===== config.mk =====
export PLATFORM = sky130hd
export DESIGN_NAME = dff_reg
export DESIGN_NICKNAME = d
export VERILOG_FILES = /design/src/rtl/dff_reg.sv
export SDC_FILE = /design/constraint.sdc
export NUM_CORES = 1
export LEC_CHECK = 0
export ABC_AREA = 1
export BUFFER_PORTS_ARGS = -buffer_cell sky130_fd_sc_hd__buf_2
export CAP_MARGIN = 20
export CORE_AREA = 8 8 45 47
export DETAILED_ROUTE_END_ITERATION = 8
export DIE_AREA = 0 0 53 55
export PLACE_DENSITY = 0.45
export SLEW_MARGIN = 0
export SYNTH_ARGS = -nofsm -noshare
export SYNTH_HDL_FRONTEND = slang
export SYNTH_SLANG_ARGS = --single-unit

===== constraint.sdc =====
create_clock -name clk_i -period 1.1 [get_ports clk_i]
set_input_delay 0.11 -clock clk_i [delete_from_list [all_inputs] [get_ports clk_i]]
set_output_delay 0.11 -clock clk_i [all_outputs]
set_load 0.1 [all_outputs]

===== src/rtl/dff_reg.sv =====
// dff_reg: a Width-bit register bank, organised as a Depth-stage delay line
// with a capture enable and a fill-status flag. With the defaults (Depth=1,
// en_i tied high) it is a plain Width-bit D flip-flop with one cycle of latency.
//
// Ports:
//   clk_i    - clock; all state changes on the rising edge only
//   rst_i    - synchronous active-high reset; takes priority over en_i
//   en_i     - capture enable; when low, every stage and the fill count hold
//   i        - data in, sampled at the rising edge
//   o        - data out, taken from the last stage (never combinational from i)
//   valid_o  - high once Depth enabled captures have occurred since reset
module dff_reg #(
  parameter int unsigned      Width      = 4,
  parameter int unsigned      Depth      = 1,
  parameter logic [Width-1:0] ResetValue = '0
) (
  input  logic             clk_i,
  input  logic             rst_i,
  input  logic             en_i,
  input  logic [Width-1:0] i,
  output logic [Width-1:0] o,
  output logic             valid_o
);

  // The fill counter saturates at Depth, so it needs enough bits to hold Depth itself.
  localparam int unsigned     CntW   = $clog2(Depth + 1);
  localparam logic [CntW-1:0] CntMax = CntW'(Depth);

  logic [Depth-1:0][Width-1:0] stage_q, stage_d;
  logic [CntW-1:0]             cnt_q, cnt_d;

  // Next-state: shift one place toward the output on an enabled edge, else hold.
  always_comb begin
    stage_d = stage_q;
    cnt_d   = cnt_q;
    if (en_i) begin
      stage_d[0] = i;
      for (int k = 1; k < int'(Depth); k++) begin
        stage_d[k] = stage_q[k-1];
      end
      if (cnt_q != CntMax) begin
        cnt_d = cnt_q + CntW'(1);
      end
    end
  end

  // Reset is checked first so it wins over en_i and discards any in-flight data.
  always_ff @(posedge clk_i) begin
    if (rst_i) begin
      stage_q <= {Depth{ResetValue}};
      cnt_q   <= '0;
    end else begin
      stage_q <= stage_d;
      cnt_q   <= cnt_d;
    end
  end

  assign o       = stage_q[Depth-1];
  assign valid_o = (cnt_q == CntMax);

endmodule


==> run summary <==
outcome: complete, no violations
worst-path fanout max: 2
hold path start: rst_i
core box area: 0.00138 sq mm
Setup crit start: o[0]
Synth Register Bits: 5
# rows: 14
Vias/cell: 3.37
syn_nets: 36
antenna diode count: 0
clock skew: 0 ps
CTS tree: done
TritonCTS Buffers: 3
RSZ-0062 raised after global routing: no
Die Ht: 55 um
Reg clk slew, reported paths: 40 ps
RePlAce Congestion: 0.564
total gr overflow: 0
worst skew pair latency: 230 ps
FF-to-FF End: o[1]
Syn Std Cell Area: 208 sq um
post-route minimum period: 871 ps
Synth Warn #: 0
setup TNS: 0 ps
Starting Density: 0.150
sequential-to-total area share from yosys stat: 0.482
initial drt markers: 1
slowest CP cell: dfxtp_2
worst r2r path cells: 2
Layout Nets: 51
hold buffers post-CTS: 0
Layout Cells excl Fill: 59
Power Density: 1600 mW/mm^2
vias in the first global route: 207
CP bufs+invs: 1
synthesized instance count: 29
Slew headroom: 0.872
post-CTS setup buffers: 0
Synth top area share: 0.482
# clock sinks: 5
dominant cells by area after synthesis: dfxtp_1 (48%), nor2_1 (16%), inv_1 (9.0%)
Tot Pwr: 606 uW
initial antenna violation count: 0
area grow syn2layout: 82.5%
Hold Crit Class: in -> reg
final std cell area, no fill: 379 sq um
leakage dissipation: 0.194 nW
layout cells sized above 1: 0.535
required time of the critical path: 990 ps
Worst Tran Pin Value: 192 ps
Critical Path End Type: output port
num ports: 12
wirelength, routed: 514 um
Fillers: 155
Startpoint Class: register
routed via count: 199
MaxCap Viol Count: 0
final setup vio count: 0
Max Slew Vio Count: 0
Total GRT Usage: 0.0475
crit path cell chain: buf_12
DRC Markers: 0
Hold Path Depth: 2
top cell type by total area after synthesis: dfxtp_1
Critical Setup Path Class: reg -> out
detailed placement HPWL: 430 um
slowest stage delay, CP: 350 ps
die area: 0.00292 sq mm
DP Cell Count: 55
dpl cell area: 353 sq um
syn avg cell area: 7.16 sq um
Core Util, Final: 0.274
family with the most delay on the worst path: flip-flops
H-tree depth: 1
final hold violation count: 0
Peak VDD IR: 0.555 mV
largest net degree at the start of global routing: 10
IO buf count: 11
FMAX: 1150 MHz
Root Buffer: clkbuf_4
R2R Setup Slk: 490 ps
cts repair resizes: 0
fin crit share: 0.792
CP arrival: 760 ps
Final ANT Viol Nets: 0
Detailed Routing Iterations Pass 1: 2
clk buf depth: 2
Cell variety after synth: 7
routed length per instance: 8.71 um
Hold EP: valid_o
RR Startpoint: o[1]
first-pass GRT wire length: 903 um
Chip Width: 53 um
==> power breakdown <==
group	total [mW]	leakage, nW	switching (mW)	internal [mW]
registers	0.210	0.0430	0.0128	0.198
clock network	0.210	0.0150	0.0725	0.137
logic	0.186	0.136	0.120	0.0661
==> worst max path at each step <==
stage	endpoint	slack [ps]	cells past startpoint
floorplan	o[1]	180	2
global placement	o[1]	490	1
detailed placement	o[2]	480	1
CTS	o[0]	220	1
global route	o[3]	190	1
finish	o[0]	230	1
==> per-stage QoR <==
step | setup WS [ps] | hold WS (ps)
final | 229 | 31.1
after global routing | 192 | 8.59
after CTS | 216 | 19.8
after detailed placement | 484 | 277
after global placement | 486 | 277
after floorplan | 177 | 175
==> cell usage in the layout (no fill, tap or decap), drive strengths merged <==
| master | Yosys | final |
|---|---|---|
| buf | 1 | 11 |
| nor2 | 10 | 10 |
| nand2 | 8 | 8 |
| inv | 5 | 5 |
| dfxtp | 5 | 5 |
| clkbuf | 0 | 4 |
==> cell usage after synthesis <==
library cell and instances:
inv_1 5, nand2_1 5, nor2_1 9, dfxtp_1 5, buf_6 1, nor2_2 1, nand2_2 3
==> final cells by class <==
cell class | count | area [sq um] | share of cell area
timing repair buffer | 11 | 130 | 0.343
sequential | 5 | 106 | 0.281
multi-input combinational | 18 | 77.6 | 0.205
clock buffer | 4 | 26.3 | 0.0693
tap | 16 | 20.0 | 0.0528
inverter | 5 | 18.8 | 0.0495
==> state kept, by name (all words and copies together) (netlist names) <==
signal / cells
valid_o: 1
o: 4
==> layer usage <==
metal  vias up  share of wire  global-route usage
li1        110              -                   -
met1        84           0.35              0.0364
met2         5           0.54              0.0684
met3         0           0.12              0.0428
met4         0              0              0.0517
met5         -              0                   0
==> cell families after synthesis <==
| group | Yosys count | synth area share |
|---|---|---|
| flops | 5 | 0.482 |
| buf+inv | 6 | 0.145 |
| simple gates | 18 | 0.374 |
Power figures use the tool's default switching activity.
